### src/rtl/mult_pkg.sv
// Shared definitions for the sequential shift-and-add multiplier.
package mult_pkg;

    localparam int unsigned DEFAULT_WIDTH = 32;

    typedef enum logic [2:0] {
        IDLE,
        LOAD,
        RUN,
        FIX,
        DONE
    } state_t;

endpackage

### src/rtl/mult_step.sv
// One shift-and-add iteration: conditional add into the upper half, then shift right by one.
module mult_step #(
    parameter int unsigned WIDTH = 32
) (
    input  logic [WIDTH-1:0] hi,
    input  logic [WIDTH-2:0] lo_upper,
    input  logic [WIDTH-1:0] mcand,
    input  logic             bit_in,
    output logic [WIDTH-1:0] hi_next,
    output logic [WIDTH-1:0] lo_next
);

    logic [WIDTH:0] sum;

    // Carry-out of the add re-enters at the MSB on the shift.
    always_comb begin
        sum     = {1'b0, hi} + (bit_in ? {1'b0, mcand} : '0);
        hi_next = sum[WIDTH:1];
        lo_next = {sum[0], lo_upper};
    end

endmodule

### src/rtl/mult_seq.sv
// Sequential signed/unsigned multiplier with optional accumulate into the product registers.
module mult_seq
    import mult_pkg::*;
#(
    parameter int unsigned WIDTH = DEFAULT_WIDTH,
    parameter int unsigned CNT_W = $clog2(WIDTH + 1)
) (
    input  logic             clk,
    input  logic             reset,
    input  logic             start,
    input  logic             sign,
    input  logic             acc,
    input  logic [WIDTH-1:0] multiplier,
    input  logic [WIDTH-1:0] multiplicand,
    output logic             busy,
    output logic             done,
    output logic [WIDTH-1:0] productHI,
    output logic [WIDTH-1:0] productLO
);

    localparam int unsigned PW = 2 * WIDTH;

    state_t           state;
    state_t           state_nx;
    logic [CNT_W-1:0] cnt;
    logic             neg_q;
    logic             acc_q;
    logic [WIDTH-1:0] mplier;
    logic [WIDTH-1:0] mcand;
    logic [WIDTH-1:0] acc_hi;
    logic [WIDTH-1:0] acc_lo;
    logic [WIDTH-1:0] step_hi;
    logic [WIDTH-1:0] step_lo;
    logic [WIDTH-1:0] a_mag;
    logic [WIDTH-1:0] b_mag;
    logic [PW-1:0]    prod_signed;
    logic [PW-1:0]    fix_result;

    always_ff @(posedge clk) begin
        if (reset) state <= IDLE;
        else       state <= state_nx;
    end

    always_comb begin
        state_nx = state;
        case (state)
            IDLE:    if (start) state_nx = LOAD;
            LOAD:    state_nx = RUN;
            RUN:     if (cnt == CNT_W'(1)) state_nx = FIX;
            FIX:     state_nx = DONE;
            DONE:    state_nx = IDLE;
            default: state_nx = IDLE;
        endcase
    end

    // Operand magnitudes; -2^(WIDTH-1) maps onto itself, which is the correct unsigned magnitude.
    always_comb begin
        a_mag = (sign && multiplier[WIDTH-1])   ? (~multiplier) + WIDTH'(1)   : multiplier;
        b_mag = (sign && multiplicand[WIDTH-1]) ? (~multiplicand) + WIDTH'(1) : multiplicand;
    end

    always_comb begin
        prod_signed = neg_q ? (~{acc_hi, acc_lo}) + PW'(1) : {acc_hi, acc_lo};
        fix_result  = acc_q ? prod_signed + {productHI, productLO} : prod_signed;
    end

    mult_step #(.WIDTH(WIDTH)) u_step (
        .hi       (acc_hi),
        .lo_upper (acc_lo[WIDTH-1:1]),
        .mcand    (mcand),
        .bit_in   (mplier[0]),
        .hi_next  (step_hi),
        .lo_next  (step_lo)
    );

    always_ff @(posedge clk) begin
        if (reset) begin
            busy      <= 1'b0;
            done      <= 1'b0;
            productHI <= '0;
            productLO <= '0;
            cnt       <= '0;
            neg_q     <= 1'b0;
            acc_q     <= 1'b0;
            mplier    <= '0;
            mcand     <= '0;
            acc_hi    <= '0;
            acc_lo    <= '0;
        end else begin
            busy <= (state_nx != IDLE);
            done <= (state_nx == DONE);
            case (state)
                IDLE: begin
                    if (start) begin
                        neg_q  <= sign & (multiplier[WIDTH-1] ^ multiplicand[WIDTH-1]);
                        acc_q  <= acc;
                        mplier <= a_mag;
                        mcand  <= b_mag;
                    end
                end
                LOAD: begin
                    acc_hi <= '0;
                    acc_lo <= '0;
                    cnt    <= CNT_W'(WIDTH);
                end
                RUN: begin
                    acc_hi <= step_hi;
                    acc_lo <= step_lo;
                    mplier <= {1'b0, mplier[WIDTH-1:1]};
                    cnt    <= cnt - CNT_W'(1);
                end
                FIX: begin
                    productHI <= fix_result[PW-1:WIDTH];
                    productLO <= fix_result[WIDTH-1:0];
                end
                default: ;
            endcase
        end
    end

endmodule
### config.mk
export PLATFORM = sky130hd
export DESIGN_NAME = mult_seq
export DESIGN_NICKNAME = d
export VERILOG_FILES = /design/src/rtl/mult_pkg.sv /design/src/rtl/mult_step.sv /design/src/rtl/mult_seq.sv
export SDC_FILE = /design/constraint.sdc
export NUM_CORES = 1
export LEC_CHECK = 0
export ABC_CLOCK_PERIOD_IN_PS = 5200
export CAP_MARGIN = 10
export CORE_MARGIN = 2
export CORE_UTILIZATION = 52
export CTS_CLUSTER_DIAMETER = 60
export DETAILED_ROUTE_END_ITERATION = 8
export PLACE_DENSITY = 0.76
export SLEW_MARGIN = 0
export SYNTH_ARGS = -nofsm -noshare
export SYNTH_HDL_FRONTEND = slang
export SYNTH_SLANG_ARGS = --single-unit
### constraint.sdc
create_clock -name clk -period 5.2 [get_ports clk]
set_input_delay 1.04 -clock clk [delete_from_list [all_inputs] [get_ports clk]]
set_output_delay 1.04 -clock clk [all_outputs]
set_load 0.02 [all_outputs]
# --- Word-level counts from Yosys, hierarchy flattened ---
# Index checks and enable logic that the tools add are counted.
classes:
  reduce_logical: 8
  n_mux: 13
  addsub: 6
  n_eq_ne: 6
  bitwise_logic: 5
op_table:
  columns: ["operator", "count"]
  rows:
  - ["one-hot mux 32 bit (2 select lines)", 3]
  - ["2-to-1 mux 32 bit", 4]
  - ["2-to-1 mux 64 bit", 2]
  - ["adder 32 x 1 -> 32 bit, second input constant", 2]
  - ["adder 64 x 1 -> 64 bit, second input constant", 1]
  - ["adder 64 bit", 1]
  - ["inverter 32 bit", 2]
  - ["inverter 64 bit", 1]
  - ["adder 32 x 33 -> 33 bit", 1]
  - ["one-hot mux 3 bit (4 select lines)", 1]
  - ["one-hot mux 6 bit (2 select lines)", 1]
  - ["== test 3 x 2 -> 1 bit, second input constant", 2]
  - ["== test 6 x 1 -> 1 bit, second input constant", 1]
  - ["2-to-1 mux 3 bit", 2]
  - ["subtractor 6 x 1 -> 6 bit, second input constant", 1]
  - ["AND reduction 2 bit", 2]
  - ["nonzero test 2 bit", 2]
  - ["== test 3 x 1 -> 1 bit, second input constant", 1]
  - ["== test 3 bit, second input constant", 1]
  - ["zero test 3 bit", 1]
  - ["nonzero test 3 bit", 1]
  - ["logical AND 1 bit", 2]
  - ["!= test 2 bit, second input constant", 1]
  - ["bitwise AND 1 bit", 1]
  - ["bitwise XOR 1 bit", 1]
word_totals:
  elab_cells: 50
  ff_bits: 205
  out_inout_bits: 66
  input_bits: 69

# --- Depth between registers and ports, before layout ---
depth:
  word_depth: 5
  depth_mapped: 21
  ltp_nobuf: 19

# --- Cells and area by module ---
# From an unflattened synthesis, not the netlist that was laid out.
hier_totals:
  cells_unflattened: 2182
  area_unflattened_um2: 16393.2
modules_own_cells:
  columns: ["module", "area_per_inst_um2", "n_inst", "seq_area_each_um2", "cells_each"]
  rows:
  - ["mult_seq", 14171.1, 1, 4103.9, 1861]
  - ["mult_step", 2222.1, 1, 0.0, 321]

# --- Least setup slack after synthesis ---
# Ideal clock, no wire load.
synth_timing:
  path_kind: "reg2reg"
  from: "register acc_hi[2]"
  to: "register productHI[31]"
  slack_ns: 0.117
  required_ns: 5.109
  n_path_buf: 2
  synth_period_minus_slack_ns: 5.083
  arrival_time_ns: 4.992
  setup_ns: 0.091
  stages_incl_launch_ff: 21
  cell_sequence: "dfxtp_1 > or4_4 > or3_4 > or4b_4 > or3_1 > or3_1 > buf_6 > o41ai_4 > xnor2_1 > ha_1 > buf_6 > a21o_1 > o21bai_1 > nor3_1 > o21ai_0 > nand3_1 > nand2_1 > a311oi_1 > mux2i_1 > a211oi_1 > a311oi_1"
synth_via:
  elab_chain_len: 5
synth_rtl:
  columns: ["element", "line_no", "rtl"]
  rows:
  - ["from (decl)", "mult_seq.sv:30", "logic [WIDTH-1:0] acc_hi;"]
  - ["from (signal assigned)", "mult_seq.sv:107", "acc_hi <= step_hi;"]
  - ["inverter 64 bit", "mult_seq.sv:63", "prod_signed = neg_q ? (~{acc_hi, acc_lo}) + PW'(1) : {acc_hi, acc_lo};"]
  - ["adder 64 x 1 -> 64 bit", "mult_seq.sv:63", null]
  - ["2-to-1 mux 64 bit (*)", "mult_seq.sv:63", null]
  - ["adder 64 bit", "mult_seq.sv:64", "fix_result = acc_q ? prod_signed + {productHI, productLO} : prod_signed;"]
  - ["2-to-1 mux 64 bit (*)", "mult_seq.sv:64", null]
  - ["to (signal assigned)", "mult_seq.sv:113", "productHI <= fix_result[PW-1:WIDTH];"]
  - ["to (decl)", "mult_seq.sv:17", "output logic [WIDTH-1:0] productHI,"]
# Every way passes the cells marked *; elsewhere a longest branch is shown, timed or not.
# A chain may end at the register's enable or synchronous reset.

# --- Worst setup path after layout ---
layout_timing:
  from: "register acc_hi[2]"
  to: "register productHI[29]"
# Same word-level chain as after synthesis.

==> metrics.txt <==
VDD IR max=about 0.30 mV; async set-or-reset flop fraction in the synthesized netlist=0; Synth area leaders=dfxtp_1, ha_1, xnor2_1; Slew Limit Fails=0; PortBufs=around 130; period utilisation layout=0.976; sw frac=0.289; worst path cell trace=or4_4 > or3_4 > or4b_4 > or3_4 > or3_4 > o21ai_0 > xnor2_1 > ha_1 > a21oi_1 > o21ai_0 > a21oi_2 > o21ai_0 > a221o_1 > a31oi_1 > xor2_1 > a21oi_1; Post-synth EDFFs=0; CTS tree=built; Tmin final=between 5000 and 6000 ps; Hold Path Stages=2; Sw Pwr=around 1.2 mW; initial antenna violation count=0; Crit-path slowest cell=or4_4; WHS Endpoint=mcand[0]; Total Wirelength=approximately 46000 um; Max clock buf depth=3; Boundary Pins=between 100 and 150; number of global-route vias before repair=14892; total track usage=0.283; Gate Count Post-Synth=2045; Seq cells post-synth=between 200 and 250; CP peak stage delay=between 500 and 600 ps; CTS Buf Count=26; final hold vios=0; Yosys cell types=78; H-Tree Level Count=1; DIE AREA=between 30000 and 40000 um2; Area growth, synth to finish=23.5%; Lkg Pwr=just under 8 nW; Mapped Nets=2230; Worst Path Max Fanout=8; HP Start=mcand[0]; top cell type's share of synthesized area=0.263; layout cell share with drive strength beyond 1=0.115; chip width=between 150 and 200 um; initial DRC count=around 1300; clk_skew=13.9 ps; total grt overflow=0; Min-Delay Path Class=reg -> reg; worst-margin pin slew=around 1100 ps; Setup crit end kind=flop; critical path startpoint=acc_hi[2]; pwr dens=approximately 210 nW/um2; reg2reg end=productHI[29]; nets=2435; CP top delay family=simple AND/OR/NAND/NOR gates; P_int=between 2 and 3 mW; worst slack at placement=-59.5 ps; Seq/Total Area, Yosys=0.263; post-synth top area cell=dfxtp_1; Ys Warns=0; Clock transition at path regs=about 60 ps; Max Cap Viol=0; routability cong.=0.926; Starting Density=0.527; Slew HR=0.259; Clock Latency Late Sink=~560 ps; Row Count=between 60 and 70; sequential power share=0.412; Worst Hold Margin=roughly 460 ps; WP data arrival=~5500 ps; post-route setup slack=~130 ps; Hold-fix buffers, CTS=0; outcome=completed; FF-to-FF Start=acc_hi[2]; post-route setup TNS=0 ps; detailed-route via count=roughly 16000; Die H=177 um; detailed placement HPWL=approximately 34000 um; clock sink count=205; Worst Setup Start Kind=flop; unrepaired setup endpoints after global routing=yes; largest net degree at the start of global routing=96; most common cell in the netlist=a21oi_1; critical path class=reg -> reg; DRC viols=0; Reg2Reg Depth=16; syn avg cell area=roughly 7.6 um2; clock network power share=0.440; R2R setup slack=approximately 130 ps; ys flop type=dfxtp_1; Core Util, Final=0.651; Routed WL per cell=between 15 and 20 um; First-pass DRT Iterations=5; Core Box Area=roughly 30000 um2; vias per cell=around 6; CP required=roughly 5600 ps; fmax=197 MHz; Setup-failing EPs final=0; synth cell count leaders=a21oi_1, nor2_1, dfxtp_1; Comb power frac=0.148; Root Buffer=clkbuf_16; CP bufs+invs=0; antenna diode count=0; Synth Cell Area=approximately 16000 um2; Detail Route Antenna Nets=0; global-route wire length before repair=approximately 74000 um
[per-stage QoR]
step / std cells / instance area [um2] / total power [mW]
final: 2660 / 19300 / 4.12
after detailed placement: 2602 / 18100 / 2.32
after floorplan: 2045 / 15600 / 2.12
after global routing: 2660 / 19300 / 4.28
after CTS: 2651 / 19000 / 4.13
after global placement: 2602 / 18100 / 2.31
[cell families (layout without fill, tap and decap cells)]
group | count (synthesis) | in the layout | share of synthesized area
mux | 7 | 7 | 0.00448
flops | 205 | 205 | 0.263
buf+inv | 144 | 369 | 0.0371
simple gates | 649 | 649 | 0.194
compound gates | 724 | 724 | 0.296
xor+xnor | 200 | 200 | 0.112
fa+ha+maj | 116 | 116 | 0.0938
[registers in the layout, summed over array words and instances (netlist names), 3 cells and up]
signal	count
acc_hi	32
acc_lo	32
mcand	32
mplier	32
productHI	32
productLO	32
cnt	6
state	3
[layer usage]
metal,share of wire,track usage
met3,0.062,0.0311
met5,0,0
met1,0.46,0.390
met2,0.46,0.471
met4,0.024,0.0697
[cell type report]
| cell class | count | area (um2) |
|---|---|---|
| well taps | 390 | 488 |
| repair buffers | 287 | 2510 |
| multi-input cells | 1696 | 11200 |
| inverters | 34 | 128 |
| fillers | 2650 | 10300 |
| clock inverters | 14 | 154 |
| flip-flops and latches | 205 | 4110 |
| clock buffers | 34 | 721 |
[placed cells by master (no fill, tap or decap), types with 7 or more instances in the layout]
cell type        netlist  layout
xor2_1                55      55
nor4_1                20      19
o41ai_1               15      10
a21o_1                33      33
nor2_1               222     219
nand3_1               24      24
o21a_1                10      10
nor3_1                31      29
ha_1                 114     114
nand2_1              197     197
a22o_1                15      15
a22oi_1               85      85
dfxtp_1              205     203
nand4_1               20      20
or3_1                 18      15
nor2b_1                8       8
a211oi_1              58      58
o211ai_1              22      22
clkdlybuf4s50_1        0     133
o21bai_1              14      13
xnor2_1              145     141
and3_1                 9       9
a21oi_1              229     222
inv_1                 34      34
nand2b_1              13      12
a31oi_1               18      16
or4_1                 17      14
o21ai_1                1      10
o31ai_1               30      26
buf_4                  0     151
a21oi_2                0       7
clkbuf_16              0      26
o21ai_0              141     131
mux2i_1                7       7
and2_1                42      41
[repair_timing]
action,in CTS,in global routing
gates resized for setup,1,52
pin swaps,1,22
setup buffers,1,9
endpoints found under the setup margin,2,22
[worst max path at each step]
stage / slack (ps) / to / depth (start not counted)
3_5_place_dp: -60 / productHI[31] / 19
5_1_grt: -140 / productHI[23] / 23
4_1_cts: 1 / productHI[28] / 19
2_1_floorplan: 120 / productHI[31] / 20
3_3_place_gp: -10 / productHI[23] / 20
6_report: 130 / productHI[29] / 16
[power by group through the flow]
stage          Clock, mW  Combinational (mW)  Sequential [mW]
2_1_floorplan          0               0.396             1.72
6_report            1.81               0.610             1.70
3_5_place_dp           0               0.592             1.73
4_1_cts             1.84               0.595             1.70
5_1_grt             1.90               0.672             1.71
3_3_place_gp           0               0.577             1.73
[tightest hold or removal path, delay by kind of cell, from the launching register on]
kind,cells,cell delay [ps]
AO/OA/AOI/OAI,1,60
flip-flops,1,310
AND/OR/NAND/NOR,1,50
(Power assumes the default switching activity.)
